===== src/rtl/hack_defs.sv =====
// Shared definitions for the Hack CPU: word/address widths, instruction field
// bit positions, jump-bit names, FSM state encoding and the jump predicate.
package hack_defs;

    localparam int unsigned WORD_W = 16;
    localparam int unsigned PC_W   = 15;

    // Instruction field positions
    localparam int unsigned BIT_CI     = 15;  // 1 = C-instruction
    localparam int unsigned BIT_A      = 12;  // y operand select: 1 = M
    localparam int unsigned BIT_ZX     = 11;
    localparam int unsigned BIT_NX     = 10;
    localparam int unsigned BIT_ZY     = 9;
    localparam int unsigned BIT_NY     = 8;
    localparam int unsigned BIT_F      = 7;
    localparam int unsigned BIT_NO     = 6;
    localparam int unsigned BIT_DEST_A = 5;
    localparam int unsigned BIT_DEST_D = 4;
    localparam int unsigned BIT_DEST_M = 3;

    // Jump bits
    localparam int unsigned BIT_JLT = 2;
    localparam int unsigned BIT_JEQ = 1;
    localparam int unsigned BIT_JGT = 0;

    typedef enum logic [1:0] {
        S_FETCH  = 2'd0,
        S_READM  = 2'd1,
        S_EXEC   = 2'd2,
        S_WRITEM = 2'd3
    } state_t;

    // Jump condition from the three jump bits and the ALU flags
    function automatic logic jump_taken(input logic [2:0] jmp, input logic ng, input logic zr);
        return (jmp[BIT_JLT] & ng) | (jmp[BIT_JEQ] & zr) | (jmp[BIT_JGT] & ~ng & ~zr);
    endfunction

endpackage


===== src/rtl/hack_cpu_if.sv =====
// Memory-side bus of the Hack CPU: instruction fetch and data read/write
// request/ack handshakes.
//   master (CPU):    drives imem_req/imem_addr, dmem_re/dmem_we/dmem_addr/dmem_wdata
//   slave (memory):  drives imem_ack/imem_rdata, dmem_ack/dmem_rdata
interface hack_cpu_if;
    import hack_defs::*;

    logic              imem_req;
    logic [PC_W-1:0]   imem_addr;
    logic              imem_ack;
    logic [WORD_W-1:0] imem_rdata;
    logic              dmem_re;
    logic              dmem_we;
    logic [PC_W-1:0]   dmem_addr;
    logic [WORD_W-1:0] dmem_wdata;
    logic              dmem_ack;
    logic [WORD_W-1:0] dmem_rdata;

    modport master (
        output imem_req, imem_addr, dmem_re, dmem_we, dmem_addr, dmem_wdata,
        input  imem_ack, imem_rdata, dmem_ack, dmem_rdata
    );

    modport slave (
        input  imem_req, imem_addr, dmem_re, dmem_we, dmem_addr, dmem_wdata,
        output imem_ack, imem_rdata, dmem_ack, dmem_rdata
    );

endinterface


===== src/rtl/alu.sv =====
// Hack ALU (combinational).
//   x, y            : 16-bit operands
//   zx,nx,zy,ny,f,no: control bits (zero/negate x, zero/negate y, add-or-and, negate out)
//   out, zr, ng     : result, result==0, result<0
module alu
    import hack_defs::*;
(
    input  logic [WORD_W-1:0] x,
    input  logic [WORD_W-1:0] y,
    input  logic              zx,
    input  logic              nx,
    input  logic              zy,
    input  logic              ny,
    input  logic              f,
    input  logic              no,
    output logic [WORD_W-1:0] out,
    output logic              zr,
    output logic              ng
);
    logic [WORD_W-1:0] xz, xn, yz, yn, r;

    // Operand conditioning, function select, output negate
    always_comb begin
        xz  = zx ? '0 : x;
        xn  = nx ? ~xz : xz;
        yz  = zy ? '0 : y;
        yn  = ny ? ~yz : yz;
        r   = f ? (xn + yn) : (xn & yn);
        out = no ? ~r : r;
    end

    assign zr = (out == '0);
    assign ng = out[WORD_W-1];

endmodule


===== src/rtl/hack_cpu.sv =====
// Hack CPU core with request/ack instruction and data memory ports.
//   clk, reset : rising-edge clock, synchronous active-high reset
//   bus        : hack_cpu_if master (imem fetch, dmem read/write)
//   pc_out, a_out, d_out : architectural state for debug
//   retired    : pulse on the final cycle of each instruction
module hack_cpu
    import hack_defs::*;
#(
    parameter logic [PC_W-1:0] RESET_PC = 15'h0000
) (
    input  logic              clk,
    input  logic              reset,
    hack_cpu_if.master        bus,
    output logic [PC_W-1:0]   pc_out,
    output logic [WORD_W-1:0] a_out,
    output logic [WORD_W-1:0] d_out,
    output logic              retired
);
    state_t            state_q, state_d;
    logic [PC_W-1:0]   pc_q, pc_d, addr_q, addr_d;
    logic [WORD_W-1:0] a_q, a_d, d_q, d_d, instr_q, instr_d, m_q, m_d, wbuf_q, wbuf_d;
    logic              imem_req_q, imem_req_d, dmem_re_q, dmem_re_d, dmem_we_q, dmem_we_d;
    logic              retired_c;
    logic [WORD_W-1:0] alu_y, alu_out;
    logic              alu_zr, alu_ng;

    assign alu_y = instr_q[BIT_A] ? m_q : a_q;

    alu u_alu (
        .x   (d_q),
        .y   (alu_y),
        .zx  (instr_q[BIT_ZX]),
        .nx  (instr_q[BIT_NX]),
        .zy  (instr_q[BIT_ZY]),
        .ny  (instr_q[BIT_NY]),
        .f   (instr_q[BIT_F]),
        .no  (instr_q[BIT_NO]),
        .out (alu_out),
        .zr  (alu_zr),
        .ng  (alu_ng)
    );

    // Next-state and datapath update
    always_comb begin
        state_d   = state_q;
        pc_d      = pc_q;
        a_d       = a_q;
        d_d       = d_q;
        instr_d   = instr_q;
        m_d       = m_q;
        wbuf_d    = wbuf_q;
        retired_c = 1'b0;
        // Track A until EXEC so WRITEM still addresses the pre-update A
        addr_d    = (state_q == S_WRITEM) ? addr_q : a_q[PC_W-1:0];

        case (state_q)
            S_FETCH: begin
                if (imem_req_q && bus.imem_ack) begin
                    instr_d = bus.imem_rdata;
                    state_d = (bus.imem_rdata[BIT_CI] && bus.imem_rdata[BIT_A]) ? S_READM : S_EXEC;
                end
            end
            S_READM: begin
                if (dmem_re_q && bus.dmem_ack) begin
                    m_d     = bus.dmem_rdata;
                    state_d = S_EXEC;
                end
            end
            S_EXEC: begin
                if (!instr_q[BIT_CI]) begin
                    a_d       = instr_q;
                    pc_d      = pc_q + PC_W'(1);
                    state_d   = S_FETCH;
                    retired_c = 1'b1;
                end else begin
                    if (instr_q[BIT_DEST_A]) a_d = alu_out;
                    if (instr_q[BIT_DEST_D]) d_d = alu_out;
                    wbuf_d = alu_out;
                    pc_d   = jump_taken(instr_q[BIT_JLT:BIT_JGT], alu_ng, alu_zr)
                             ? a_q[PC_W-1:0] : pc_q + PC_W'(1);
                    if (instr_q[BIT_DEST_M]) begin
                        state_d = S_WRITEM;
                    end else begin
                        state_d   = S_FETCH;
                        retired_c = 1'b1;
                    end
                end
            end
            S_WRITEM: begin
                if (dmem_we_q && bus.dmem_ack) begin
                    state_d   = S_FETCH;
                    retired_c = 1'b1;
                end
            end
            default: state_d = S_FETCH;
        endcase

        // Strobes follow the state being entered, so at most one is ever high
        imem_req_d = (state_d == S_FETCH);
        dmem_re_d  = (state_d == S_READM);
        dmem_we_d  = (state_d == S_WRITEM);
    end

    // State and architectural registers
    always_ff @(posedge clk) begin
        if (reset) begin
            state_q    <= S_FETCH;
            pc_q       <= RESET_PC;
            a_q        <= '0;
            d_q        <= '0;
            instr_q    <= '0;
            m_q        <= '0;
            wbuf_q     <= '0;
            addr_q     <= '0;
            imem_req_q <= 1'b0;
            dmem_re_q  <= 1'b0;
            dmem_we_q  <= 1'b0;
        end else begin
            state_q    <= state_d;
            pc_q       <= pc_d;
            a_q        <= a_d;
            d_q        <= d_d;
            instr_q    <= instr_d;
            m_q        <= m_d;
            wbuf_q     <= wbuf_d;
            addr_q     <= addr_d;
            imem_req_q <= imem_req_d;
            dmem_re_q  <= dmem_re_d;
            dmem_we_q  <= dmem_we_d;
        end
    end

    assign bus.imem_req   = imem_req_q;
    assign bus.imem_addr  = pc_q;
    assign bus.dmem_re    = dmem_re_q;
    assign bus.dmem_we    = dmem_we_q;
    assign bus.dmem_addr  = addr_q;
    assign bus.dmem_wdata = wbuf_q;

    assign pc_out  = pc_q;
    assign a_out   = a_q;
    assign d_out   = d_q;
    // Completion in a reset cycle is abandoned, so it never reports
    assign retired = retired_c & ~reset;

endmodule


===== src/flat_wrapper.sv =====
// flat-port wrapper written by rule: the top's interface ports become plain ports
module hack_cpu_flat import hack_defs::*;
#(
    parameter logic [PC_W-1:0] RESET_PC = 15'h0000
)
  (clk, reset, pc_out, a_out, d_out, retired, bus_imem_req, bus_imem_addr, bus_dmem_re, bus_dmem_we, bus_dmem_addr, bus_dmem_wdata, bus_imem_ack, bus_imem_rdata, bus_dmem_ack, bus_dmem_rdata);
  hack_cpu_if bus_i ();
  input  logic clk;
  input  logic reset;
  output logic [PC_W-1:0] pc_out;
  output logic [WORD_W-1:0] a_out;
  output logic [WORD_W-1:0] d_out;
  output logic retired;
  output wire logic [$bits(bus_i.imem_req)-1:0] bus_imem_req;
  output wire logic [$bits(bus_i.imem_addr)-1:0] bus_imem_addr;
  output wire logic [$bits(bus_i.dmem_re)-1:0] bus_dmem_re;
  output wire logic [$bits(bus_i.dmem_we)-1:0] bus_dmem_we;
  output wire logic [$bits(bus_i.dmem_addr)-1:0] bus_dmem_addr;
  output wire logic [$bits(bus_i.dmem_wdata)-1:0] bus_dmem_wdata;
  input wire logic [$bits(bus_i.imem_ack)-1:0] bus_imem_ack;
  input wire logic [$bits(bus_i.imem_rdata)-1:0] bus_imem_rdata;
  input wire logic [$bits(bus_i.dmem_ack)-1:0] bus_dmem_ack;
  input wire logic [$bits(bus_i.dmem_rdata)-1:0] bus_dmem_rdata;
  assign bus_imem_req = bus_i.imem_req;
  assign bus_imem_addr = bus_i.imem_addr;
  assign bus_dmem_re = bus_i.dmem_re;
  assign bus_dmem_we = bus_i.dmem_we;
  assign bus_dmem_addr = bus_i.dmem_addr;
  assign bus_dmem_wdata = bus_i.dmem_wdata;
  assign bus_i.imem_ack = bus_imem_ack;
  assign bus_i.imem_rdata = bus_imem_rdata;
  assign bus_i.dmem_ack = bus_dmem_ack;
  assign bus_i.dmem_rdata = bus_dmem_rdata;
  hack_cpu #(.RESET_PC(RESET_PC)) u_core (.clk(clk), .reset(reset), .bus(bus_i), .pc_out(pc_out), .a_out(a_out), .d_out(d_out), .retired(retired));
endmodule

===== config.mk =====
export PLATFORM = sky130hd
export DESIGN_NAME = hack_cpu_flat
export DESIGN_NICKNAME = d
export VERILOG_FILES = /design/src/rtl/hack_defs.sv /design/src/rtl/hack_cpu_if.sv /design/src/rtl/alu.sv /design/src/rtl/hack_cpu.sv /design/src/flat_wrapper.sv
export SDC_FILE = /design/constraint.sdc
export NUM_CORES = 1
export LEC_CHECK = 0
export ABC_AREA = 1
export BUFFER_PORTS_ARGS = -buffer_cell sky130_fd_sc_hd__buf_4
export CAP_MARGIN = 40
export CELL_PAD_IN_SITES_DETAIL_PLACEMENT = 0
export CELL_PAD_IN_SITES_GLOBAL_PLACEMENT = 1
export CORE_MARGIN = 4
export CORE_UTILIZATION = 42
export DETAILED_ROUTE_END_ITERATION = 16
export PLACE_DENSITY = 0.9
export SYNTH_ARGS = -nofsm -noshare
export SYNTH_HDL_FRONTEND = slang
export SYNTH_SLANG_ARGS = --single-unit

===== constraint.sdc =====
create_clock -name clk -period 9.75 [get_ports clk]
set_input_delay 0.4875 -clock clk [delete_from_list [all_inputs] [get_ports clk]]
set_output_delay 0.4875 -clock clk [all_outputs]
set_load 0.02 [all_outputs]

==> reports/qor.txt, run 1 <==
========================================================================================
Total leakage power                                                             4.225 nW
Post-synth top area cell                                                    sky130_fd_sc_hd__dfxtp_1
Antenna fix cells                                                                      0
Top fanout value on the critical path                                                 33
Synth area leaders                                                          sky130_fd_sc_hd__dfxtp_1 33%, sky130_fd_sc_hd__nand2_1 14%, sky130_fd_sc_hd__nand3_1 8.1%
Max capacitance violation total                                                        0
Site Rows                                                                             46
Syn nets                                                                            1123
Kind of cell adding the most delay to the critical path                     simple AND/OR/NAND/NOR gates
Layout net count                                                                    1210
Critical-path cell with the highest stage delay                             sky130_fd_sc_hd__inv_1
Final hold violation count                                                             0
Synth top cells by count                                                    253 x sky130_fd_sc_hd__nand2_1, 132 x sky130_fd_sc_hd__inv_1, 115 x sky130_fd_sc_hd__dfxtp_1
Clock latency at the later pin of the worst-skew pair                            0.42 ns
Drt initial violations                                                               585
Number of H-tree levels                                                                4
DRC violation count after routing                                                      0
Total routing resource utilization after global routing                           23.93%
Critical path buffers and inverters                                                    1
Predominant post-synthesis flop cell                                        sky130_fd_sc_hd__dfxtp_1
Clock Root Buffer                                                           sky130_fd_sc_hd__clkbuf_16
Total grt overflow                                                                     0
Endpoint type of the worst setup path                                               flop
Post-Syn Area                                                               0.007017 sq mm
Maximum number of pins on one net before global-route repair                          56
CP Cell Sequence                                                            inv_1 -> o21ai_0 -> xor2_1 -> ha_1 -> fa_1 -> nand2_1 -> nand2_1 -> o22ai_2 -> xor2_1 -> nand2_1 -> nor2_1 -> nand2_1 -> nor2_1 -> nand2_1 -> nor2_2 -> nand2_1 -> nand2_1 -> nand3_4 -> nand2_4 -> nand2_1 -> nand3_1 -> a21oi_1
Power per standard cell area                                                156.3 mW/mm^2
Maximum clock skew at final layout                                            0.01367 ns
Final worst-path cycle share                                                      45.61%
Clock tree from TritonCTS                                                           done
Detailed-router iteration count before antenna repair                                  5
Post-synthesis to final-layout area growth                                        21.74%
Layout cell share with drive strength beyond 1                                    16.70%
Register area share after synthesis                                               32.81%
Buffers from clock root to sink, at most                                               2
Setup TNS                                                                           0 ns
Post-synth cell types                                                                 40
Setup violation total in the final timing report                                       0
Mean cell area of the mapped netlist                                         6.564 sq um
Die Span X                                                                  137.3 microns
Area of the placeable core                                                  0.01612 sq mm
Routed Wire Length                                                              22.53 mm
Gate count after technology mapping                                                 1069
Routed vias/inst                                                                   5.233
Sort of element at the start of the critical path                                   flop
Total half-perimeter wirelength after legalization and detailed placement       16.79 mm
Top cell by count, worst path                                               sky130_fd_sc_hd__nand2_1
Critical Setup Path Class                                                   flop to flop
Async SR Flop Fraction                                                                0%
Required time of the critical path                                              10.02 ns
Hold Path Class                                                             input pin to flop
First-pass GRT wire length                                                      34.86 mm
Antenna violations before repair                                                       0
Max-slew violations                                                                    0
Worst relative slew slack                                                         41.59%
Critical Path Max Stage Delay                                                    0.60 ns
Number of setup buffers added after CTS                                                0
Unrepaired setup endpoints after global routing                                       no
Top-Level Pins                                                                       133
Total CTS buffers                                                                     17
Cell area after layout                                                      0.008542 sq mm
Die area                                                                    0.01884 sq mm
Post-route minimum period                                                       4.447 ns
Dpl cell area                                                               0.008011 sq mm
Routability congestion estimate from global placement                             0.8925
Post-CTS sizing                                                                        0
Seq cells post-synth                                                                 115
Transition time at the pin with the least slew margin                          0.8750 ns
Initial core utilization                                                          43.54%
Number of clock sinks                                                                115
Chip height                                                                 137.3 microns
Number of warning messages in the yosys log                                            0
Number of nets with antenna violations after routing                                   0
Number of global-route vias before repair                                           6461
Hold-fix buffers, CTS                                                                  0
Highest attainable clock frequency                                             224.9 MHz
Crit path arrival time                                                           4.72 ns
Run status                                                                  finished, final reports clean
Worst vdd ir                                                                   0.1287 mV
Most instantiated library cell after synthesis                              sky130_fd_sc_hd__nand2_1
Via total after detailed routing                                                    7242
Input/output buffers                                                                 132
Clock transition at path regs                                                    0.05 ns
Post-DR wirelength/cell                                                     16.28 microns
Number of synthesized flops with an enable pin                                         0
Synth top area share                                                              32.81%
========================================================================================
## final cells by class
cell class	instances	area, sq um
Fill cell	1669	7574
Multi-Input combinational cell	745	3839
Sequential cell	115	2302
Timing Repair Buffer	140	1086
Inverter	137	514.2
Clock buffer	21	470.5
Tap cell	216	270.3
Clock inverter	10	60.06
## power by group
part | total [mW] | switching [mW] | leakage [nW] | internal, mW
clock network | 0.551 | 0.211 | 0.268 | 0.340
registers | 0.497 | 0.0151 | 0.930 | 0.482
logic | 0.287 | 0.193 | 3.03 | 0.0939
## state kept, by name, indices dropped and copies added (netlist names)
signal / flops
u_core.a_out: 16
u_core.bus.dmem_wdata: 16
u_core.d_out: 16
u_core.instr_q: 16
u_core.m_q: 16
u_core.bus.dmem_addr: 15
u_core.bus.imem_addr: 15
u_core.state_q: 2
u_core.bus.dmem_re: 1
u_core.bus.dmem_we: 1
u_core.bus.imem_req: 1
## final timing paths
kind	slack (ns)	cells past startpoint	end	start
setup reg to reg	5.30	22	u_core.bus.imem_addr[9]	u_core.instr_q[12]
hold reg to reg	0.49	2	u_core.instr_q[13]	u_core.instr_q[13]
setup / recovery	5.30	22	u_core.bus.imem_addr[9]	u_core.instr_q[12]
hold / removal	0.29	3	u_core.m_q[3]	bus_dmem_rdata[3]
## worst register-to-register path, cell delays in order, from the launching register on
cell                      delay (ns)
sky130_fd_sc_hd__dfxtp_1        0.30
sky130_fd_sc_hd__inv_1          0.60
sky130_fd_sc_hd__o21ai_0        0.26
sky130_fd_sc_hd__xor2_1         0.19
sky130_fd_sc_hd__ha_1           0.29
sky130_fd_sc_hd__fa_1           0.46
sky130_fd_sc_hd__nand2_1        0.11
sky130_fd_sc_hd__nand2_1        0.07
sky130_fd_sc_hd__o22ai_2        0.11
sky130_fd_sc_hd__xor2_1         0.45
sky130_fd_sc_hd__nand2_1        0.11
sky130_fd_sc_hd__nor2_1         0.12
sky130_fd_sc_hd__nand2_1        0.06
sky130_fd_sc_hd__nor2_1         0.10
sky130_fd_sc_hd__nand2_1        0.07
sky130_fd_sc_hd__nor2_2         0.16
sky130_fd_sc_hd__nand2_1        0.07
sky130_fd_sc_hd__nand2_1        0.10
sky130_fd_sc_hd__nand3_4        0.21
sky130_fd_sc_hd__nand2_4        0.24
sky130_fd_sc_hd__nand2_1        0.08
sky130_fd_sc_hd__nand3_1        0.08
sky130_fd_sc_hd__a21oi_1        0.06
## metrics by stage
step | setup WS [ns] | util (%) | hold slack [ns] | cells | power, mW
floorplan | 6.295 | - | 0.4450 | 1069 | 0.7037
global placement | 5.516 | 49.31 | 0.4690 | 1349 | 0.7873
detailed placement | 5.448 | 49.71 | 0.4752 | 1353 | 0.7893
CTS | 5.423 | 53.00 | 0.2807 | 1384 | 1.340
global route | 4.982 | 53.00 | 0.3020 | 1384 | 1.399
finish | 5.303 | 53.00 | 0.2907 | 1384 | 1.335
## layout by cell type, fill, tap and decap left out, types with 3 or more instances in the layout
cell                        Yosys  layout
sky130_fd_sc_hd__nand2_1      253     253
sky130_fd_sc_hd__buf_4         18     136
sky130_fd_sc_hd__inv_1        132     131
sky130_fd_sc_hd__dfxtp_1      115     115
sky130_fd_sc_hd__nand3_1      114     114
sky130_fd_sc_hd__a21oi_1       84      84
sky130_fd_sc_hd__nor2_1        77      76
sky130_fd_sc_hd__o21ai_0       70      69
sky130_fd_sc_hd__xor2_1        44      44
sky130_fd_sc_hd__o211ai_1      25      25
sky130_fd_sc_hd__ha_1          17      17
sky130_fd_sc_hd__clkbuf_16      0      17
sky130_fd_sc_hd__nand2_2        9       9
sky130_fd_sc_hd__a221oi_1       9       9
sky130_fd_sc_hd__nand4_1        7       7
sky130_fd_sc_hd__clkinv_2       0       7
sky130_fd_sc_hd__nor2_2         4       5
sky130_fd_sc_hd__clkinv_1       4       4
sky130_fd_sc_hd__or2_2          4       4
sky130_fd_sc_hd__xnor2_1        4       4
sky130_fd_sc_hd__and2_1         3       3
sky130_fd_sc_hd__clkbuf_8       0       3
sky130_fd_sc_hd__buf_8          0       3
## logic make-up after synthesis
family                     count (synthesis)  share of synthesized area [%]
and+or+nand+nor                          481                          29.40
buffers and inverters                    209                          12.57
AOI/OAI and AO/OA                        198                          15.91
DFF                                      115                          32.81
xor gates and xnor gates                  48                          5.991
adders and majority gates                 18                          3.317
## layer usage
layer  global-route usage (%)  up-vias  wire length [microns]
met5                        0        -                      0
met4                    8.093        0                    535
met3                    4.273       30                   1992
met2                    34.96      310                   9619
met1                    35.36     3276                  10390
li1                         -     3626                      -
No activity file was read; power rests on OpenSTA's default activity.
==> run 2, diff against run 1 <==
--- a/config.mk
+++ b/config.mk
@@ -11,9 +11,9 @@
 export CELL_PAD_IN_SITES_DETAIL_PLACEMENT = 0
 export CELL_PAD_IN_SITES_GLOBAL_PLACEMENT = 1
 export CORE_MARGIN = 4
-export CORE_UTILIZATION = 42
+export CORE_UTILIZATION = 36
 export DETAILED_ROUTE_END_ITERATION = 16
-export PLACE_DENSITY = 0.9
+export PLACE_DENSITY = 0.83
 export SYNTH_ARGS = -nofsm -noshare
 export SYNTH_HDL_FRONTEND = slang
 export SYNTH_SLANG_ARGS = --single-unit
==> constraint.sdc (replaced) <==
create_clock -name clk -period 3.7 [get_ports clk]
set_input_delay 0.185 -clock clk [delete_from_list [all_inputs] [get_ports clk]]
set_output_delay 0.185 -clock clk [all_outputs]
set_load 0.02 [all_outputs]
==> run 2 against run 1 <==
Effect of this change:
- flip-flop and latch count is the same
- setup slack lost 5.1 ns
- total power grew to 2.9 times the previous value
- critical endpoint is now u_core.bus.imem_addr[3]
==> reports/qor.txt, run 2 (synthesis gave the netlist of run 1 again) <==
========================================================================================
Run status                                                                  finished, final reports clean
First-pass GRT wire length                                                      36.76 mm
Final worst-path cycle share                                                      95.05%
Layout fillers                                                                      1921
Area of the placeable core                                                  0.01896 sq mm
Cell depth of the worst setup path                                                    24
Drt initial violations                                                               614
Clock transition at path regs                                                    0.06 ns
Antenna fix cells                                                                      0
Cell area after layout                                                      0.009286 sq mm
Clock Root Buffer                                                           sky130_fd_sc_hd__clkbuf_16
Layout cell share with drive strength beyond 1                                    21.77%
Critical Path Max Stage Delay                                                    0.32 ns
Power per standard cell area                                                419.1 mW/mm^2
Leading cell types in the layout, fill and taps excluded                    246 x sky130_fd_sc_hd__nand2_1, 186 x sky130_fd_sc_hd__buf_4, 130 x sky130_fd_sc_hd__inv_1
Crit path arrival time                                                           3.80 ns
Post-route minimum period                                                       3.517 ns
Worst path setup slack after routing                                           0.1832 ns
Pre-CTS setup slack                                                           0.03083 ns
Max-slew violations                                                                    0
Worst vdd ir                                                                   0.3382 mV
Routed Wire Length                                                              23.79 mm
Non-Filler Instances                                                                1491
Count of cells along the worst register-to-register path                              24
Die Span X                                                                  147.6 microns
Number of nets with antenna violations after routing                                   0
Detailed-router iteration count before antenna repair                                  5
Worst relative slew slack                                                         42.57%
Critical path buffers and inverters                                                    5
Number of global-route vias before repair                                           6830
Number of clock sinks                                                                115
Die area                                                                    0.02179 sq mm
Clock latency at the later pin of the worst-skew pair                            0.42 ns
Dpl cell area                                                               0.008412 sq mm
Chip height                                                                 147.6 microns
Number of H-tree levels                                                                4
DRC violation count after routing                                                      0
Routability congestion estimate from global placement                             0.9264
Post-synthesis to final-layout area growth                                        32.35%
CP Cell Sequence                                                            inv_1 -> buf_12 -> o21ai_0 -> xor2_1 -> ha_1 -> buf_4 -> nand2_1 -> nand2_1 -> inv_1 -> nand2_1 -> inv_1 -> nand4_1 -> nand3_1 -> nand3_1 -> nand2_1 -> nand3_2 -> nor2_4 -> nand2_1 -> nand2_4 -> nand3_4 -> nand2_4 -> nand2_1 -> nand3_1 -> a21oi_1
Total grt overflow                                                                     0
Critical-path cell with the highest stage delay                             sky130_fd_sc_hd__dfxtp_1
Maximum clock skew at final layout                                            0.01497 ns
Buffers from clock root to sink, at most                                               2
Maximum number of pins on one net before global-route repair                          48
Highest attainable clock frequency                                             284.4 MHz
Most common cell after layout, fill and taps aside                          sky130_fd_sc_hd__nand2_1
Input/output buffers                                                                 132
Top cell by count, worst path                                               sky130_fd_sc_hd__nand2_1
Post-DR wirelength/cell                                                     15.96 microns
Routed vias/inst                                                                   4.993
Clock tree from TritonCTS                                                           done
Total half-perimeter wirelength after legalization and detailed placement       17.83 mm
Sort of element at the start of the critical path                                   flop
Kind of cell adding the most delay to the critical path                     simple AND/OR/NAND/NOR gates
Site Rows                                                                             50
Total routing resource utilization after global routing                           21.30%
Required time of the critical path                                               3.98 ns
Hold Path Class                                                             input pin to flop
Endpoint type of the worst setup path                                               flop
Via total after detailed routing                                                    7444
Total leakage power                                                             4.555 nW
Max capacitance violation total                                                        0
Count of cells along the worst hold path                                               3
Transition time at the pin with the least slew margin                          0.8605 ns
Critical Setup Path Class                                                   flop to flop
Layout net count                                                                    1274
Total power draw                                                                3.892 mW
Setup TNS                                                                           0 ns
Antenna violations before repair                                                       0
Initial core utilization                                                          37.02%
Core occupancy in the finished layout                                             48.99%
Worst slack on hold paths                                                    0.004171 ns
Setup violation total in the final timing report                                       0
Top-Level Pins                                                                       133
Top fanout value on the critical path                                                 25
Total CTS buffers                                                                     17
Number of instances in the placed design                                            1440
Final hold violation count                                                             0
========================================================================================
==> run 2: cell count changes in the layout (fill, tap and decap cells not counted), moves of 4 or more <==
| cell | previous run | this run |
|---|---|---|
| sky130_fd_sc_hd__nand3_2 | 1 | 5 |
| sky130_fd_sc_hd__nand2_2 | 9 | 15 |
| sky130_fd_sc_hd__nand2_1 | 253 | 246 |
| sky130_fd_sc_hd__nor2_1 | 76 | 71 |
| sky130_fd_sc_hd__dlygate4sd3_1 | 0 | 10 |
| sky130_fd_sc_hd__buf_4 | 136 | 186 |
| sky130_fd_sc_hd__clkinv_2 | 7 | 2 |
==> run 2: area by class of cell <==
| class | count | area (sq um) | area share (%) |
|---|---|---|---|
| Multi-Input combinational cell | 748 | 3970 | 42.75 |
| Sequential cell | 115 | 2302 | 24.79 |
| Timing Repair Buffer | 201 | 1592 | 17.14 |
| Inverter | 137 | 514.2 | 5.538 |
| Clock buffer | 21 | 450.4 | 4.850 |
| Tap cell | 260 | 325.3 | 3.503 |
| Clock inverter | 9 | 132.6 | 1.428 |
==> run 2: metal layers <==
metal | global-route usage (%) | part of all wire (%) | wire length (microns)
met1 | 31.03 | 47 | 11250
met2 | 29.98 | 42 | 9912
met3 | 5.273 | 8.3 | 1985
met4 | 8.341 | 2.7 | 648
met5 | 0 | 0 | 0
==> run 2: worst min-delay path: stages <==
cell	delay (ns)
sky130_fd_sc_hd__buf_4	0.08
sky130_fd_sc_hd__nor2_1	0.03
sky130_fd_sc_hd__nor2_1	0.08
==> run 2: report_power, final <==
part	internal, mW	switching (mW)	leakage, nW	total, mW
clock network	1.07	0.562	0.279	1.63
registers	1.27	0.0251	0.930	1.30
logic	0.381	0.587	3.35	0.968
total	2.72	1.17	4.55	3.89
==> run 2: repair_timing <==
| item | 4_1_cts | 5_1_grt |
|---|---|---|
| gates resized for setup | 0 | 31 |
| endpoints found under the hold margin | 10 | 0 |
| hold buffers | 10 | 0 |
| setup endpoints to repair | 0 | 15 |
| buffers inserted | 0 | 8 |
==> run 2: worst paths after layout <==
path,start,end,slack [ns]
max,u_core.instr_q[12],u_core.bus.imem_addr[3],0.18
min,bus_dmem_rdata[0],u_core.m_q[0],0.004
max reg2reg,u_core.instr_q[12],u_core.bus.imem_addr[3],0.18
min reg2reg,u_core.d_out[1],u_core.d_out[1],0.49
==> run 3, diff against run 2 <==
--- a/config.mk
+++ b/config.mk
@@ -11,9 +11,10 @@
 export CELL_PAD_IN_SITES_DETAIL_PLACEMENT = 0
 export CELL_PAD_IN_SITES_GLOBAL_PLACEMENT = 1
 export CORE_MARGIN = 4
-export CORE_UTILIZATION = 36
+export CORE_UTILIZATION = 39
 export DETAILED_ROUTE_END_ITERATION = 16
-export PLACE_DENSITY = 0.83
+export PLACE_DENSITY = 0.85
+export REMOVE_ABC_BUFFERS = 1
 export SYNTH_ARGS = -nofsm -noshare
 export SYNTH_HDL_FRONTEND = slang
 export SYNTH_SLANG_ARGS = --single-unit
==> constraint.sdc (replaced) <==
create_clock -name clk -period 3.6 [get_ports clk]
set_input_delay 0.18 -clock clk [delete_from_list [all_inputs] [get_ports clk]]
set_output_delay 0.18 -clock clk [all_outputs]
set_load 0.02 [all_outputs]
==> run 3 against run 2 <==
Effect of this change:
- setup slack worse by 0.029 ns
- via count increased by 1.1%
- non-clock buffer count increased by 12
- maximum frequency increased by 2.1%
- combinational power grew 7%
- die area is 7.3% lower
- flip-flop and latch count did not move
- sequential share of layout area down 0.54 points
- sequential power about the same
- critical path type unchanged
==> reports/qor.txt, run 3 (synthesis gave the netlist of run 1 again) <==
========================================================================================
Run status                                                                  finished, final reports clean
Die area                                                                    0.02020 sq mm
Clock transition at path regs                                                    0.06 ns
Total power draw                                                                4.127 mW
Most common cell after layout, fill and taps aside                          sky130_fd_sc_hd__nand2_1
Total CTS buffers                                                                     17
Layout fillers                                                                      1715
Hold Path Class                                                             input pin to flop
Sort of element at the start of the critical path                                   flop
Total grt overflow                                                                     0
Buffers from clock root to sink, at most                                               2
Max-slew violations                                                                    0
Clock tree from TritonCTS                                                           done
Core occupancy in the finished layout                                             54.46%
Antenna violations before repair                                                       1
Number of instances in the placed design                                            1411
Initial core utilization                                                          40.15%
Via total after detailed routing                                                    7529
First-pass GRT wire length                                                      36.41 mm
Input/output buffers                                                                 132
Number of global-route vias before repair                                           6886
Post-route minimum period                                                       3.446 ns
Launching point of the worst reg2reg path                                   u_core.instr_q[12]
Dpl cell area                                                               0.008406 sq mm
Unrepaired setup endpoints after global routing                                      yes
Total half-perimeter wirelength after legalization and detailed placement       17.27 mm
Worst relative slew slack                                                         38.79%
Top-Level Pins                                                                       133
Endpoint type of the worst setup path                                               flop
Detailed-router iteration count before antenna repair                                  5
Worst vdd ir                                                                   0.3619 mV
Transition time at the pin with the least slew margin                          0.9160 ns
Power per standard cell area                                                433.6 mW/mm^2
Layout cell share with drive strength beyond 1                                    26.63%
Final hold violation count                                                             0
Register-to-register path setup slack                                            0.15 ns
DRC violation count after routing                                                      0
Critical Path Max Stage Delay                                                    0.39 ns
Number of nets with antenna violations after routing                                   0
Kind of cell adding the most delay to the critical path                     simple AND/OR/NAND/NOR gates
Number of clock sinks                                                                115
Post-DR wirelength/cell                                                     16.09 microns
Worst slack on hold paths                                                     0.01277 ns
Final worst-path cycle share                                                      95.72%
Critical-path cell with the highest stage delay                             sky130_fd_sc_hd__ha_1
Cell area after layout                                                      0.009518 sq mm
Chip height                                                                 142.1 microns
Highest attainable clock frequency                                             290.2 MHz
Maximum clock skew at final layout                                           0.009676 ns
Hold Crit Endpoint                                                          u_core.m_q[8]
Total leakage power                                                             4.630 nW
Reg-to-reg critical path endpoint                                           u_core.bus.imem_addr[14]
Total routing resource utilization after global routing                           22.57%
Max capacitance violation total                                                        0
Routability congestion estimate from global placement                             0.9461
Required time of the critical path                                               3.88 ns
Maximum number of pins on one net before global-route repair                          56
Count of cells along the worst register-to-register path                              26
Critical path buffers and inverters                                                    4
Drt initial violations                                                               677
Die Span X                                                                  142.1 microns
Routed Wire Length                                                              23.62 mm
Worst Min Path Start                                                        bus_dmem_rdata[8]
Setup violation total in the final timing report                                       0
Antenna fix cells                                                                      0
Post-synthesis to final-layout area growth                                        35.65%
Top fanout value on the critical path                                                 19
Clock Root Buffer                                                           sky130_fd_sc_hd__clkbuf_16
Clock latency at the later pin of the worst-skew pair                            0.42 ns
Routed vias/inst                                                                   5.129
Area of the placeable core                                                  0.01748 sq mm
Number of H-tree levels                                                                4
Count of cells along the worst hold path                                               3
Critical Setup Path Class                                                   flop to flop
Site Rows                                                                             48
Non-Filler Instances                                                                1468
Leading cell types in the layout, fill and taps excluded                    230 x sky130_fd_sc_hd__nand2_1, 198 x sky130_fd_sc_hd__buf_4, 126 x sky130_fd_sc_hd__inv_1
Layout net count                                                                    1284
Crit path arrival time                                                           3.73 ns
========================================================================================
## run 3: cell count changes in the layout (fill, tap and decap cells not counted), moves of 6 or more
cell,before,now
sky130_fd_sc_hd__nand3_2,5,17
sky130_fd_sc_hd__a21oi_1,81,72
sky130_fd_sc_hd__buf_4,186,198
sky130_fd_sc_hd__a21oi_2,3,11
sky130_fd_sc_hd__o21ai_0,66,60
sky130_fd_sc_hd__nand2_1,246,230
sky130_fd_sc_hd__nand2_2,15,32
sky130_fd_sc_hd__nand3_1,112,99
sky130_fd_sc_hd__o21ai_1,3,9
## run 3: tightest hold or removal path: cells and delay by family
family        cells  cell delay (ns)
buf+inv           1             0.09
simple gates      2             0.12
## run 3: area by class of cell
cell class | count | area [sq um] | area share, %
repair buffers | 213 | 1680 | 17.65
inverters | 137 | 519.2 | 5.456
well taps | 225 | 281.5 | 2.958
clock inverters | 11 | 152.6 | 1.604
clock buffers | 21 | 460.4 | 4.838
multi-input cells | 746 | 4115 | 43.24
flip-flops and latches | 115 | 2308 | 24.25
## run 3: worst max-delay path by stage
stage	from	end	depth (start not counted)
after floorplan	u_core.state_q[1]	u_core.d_out[6]	9
after global placement	u_core.a_out[0]	u_core.bus.imem_addr[14]	24
after detailed placement	u_core.a_out[0]	u_core.bus.imem_addr[12]	24
after CTS	u_core.instr_q[12]	u_core.bus.imem_addr[14]	24
after global routing	u_core.instr_q[12]	u_core.bus.imem_addr[4]	25
final	u_core.instr_q[12]	u_core.bus.imem_addr[14]	26
## run 3: report_power, final
part	internal, mW	switching [mW]	leakage [nW]	total, mW
combinational	0.421	0.621	3.41	1.04
sequential	1.31	0.0291	0.932	1.33
clock	1.13	0.622	0.290	1.75
total	2.86	1.27	4.63	4.13
## run 3: stage by stage
| stage | setup TNS [ns] | setup WS, ns |
|---|---|---|
| 2_1_floorplan | -0.06487 | -0.06487 |
| 3_3_place_gp | 0 | 0.04885 |
| 3_5_place_dp | 0 | 0.004454 |
| 4_1_cts | 0 | 0.03620 |
| 5_1_grt | -0.8477 | -0.07743 |
| 6_report | 0 | 0.1539 |
## run 3: what timing repair did
action | 4_1_cts | 5_1_grt
endpoints found under the hold margin | 8 | 0
resized for setup | 2 | 91
cloned | 0 | 1
setup buffers | 2 | 14
pin swaps | 0 | 39
hold buffers | 8 | 0
setup endpoints to repair | 14 | 15
## run 3: layer usage
metal	global-route usage, %	wire length [microns]	vias up
met2	34.61	10600	277
met3	3.965	1548	41
met4	6.465	505	0
met1	32.54	10960	3445
li1	-	-	3766
met5	0	0	-
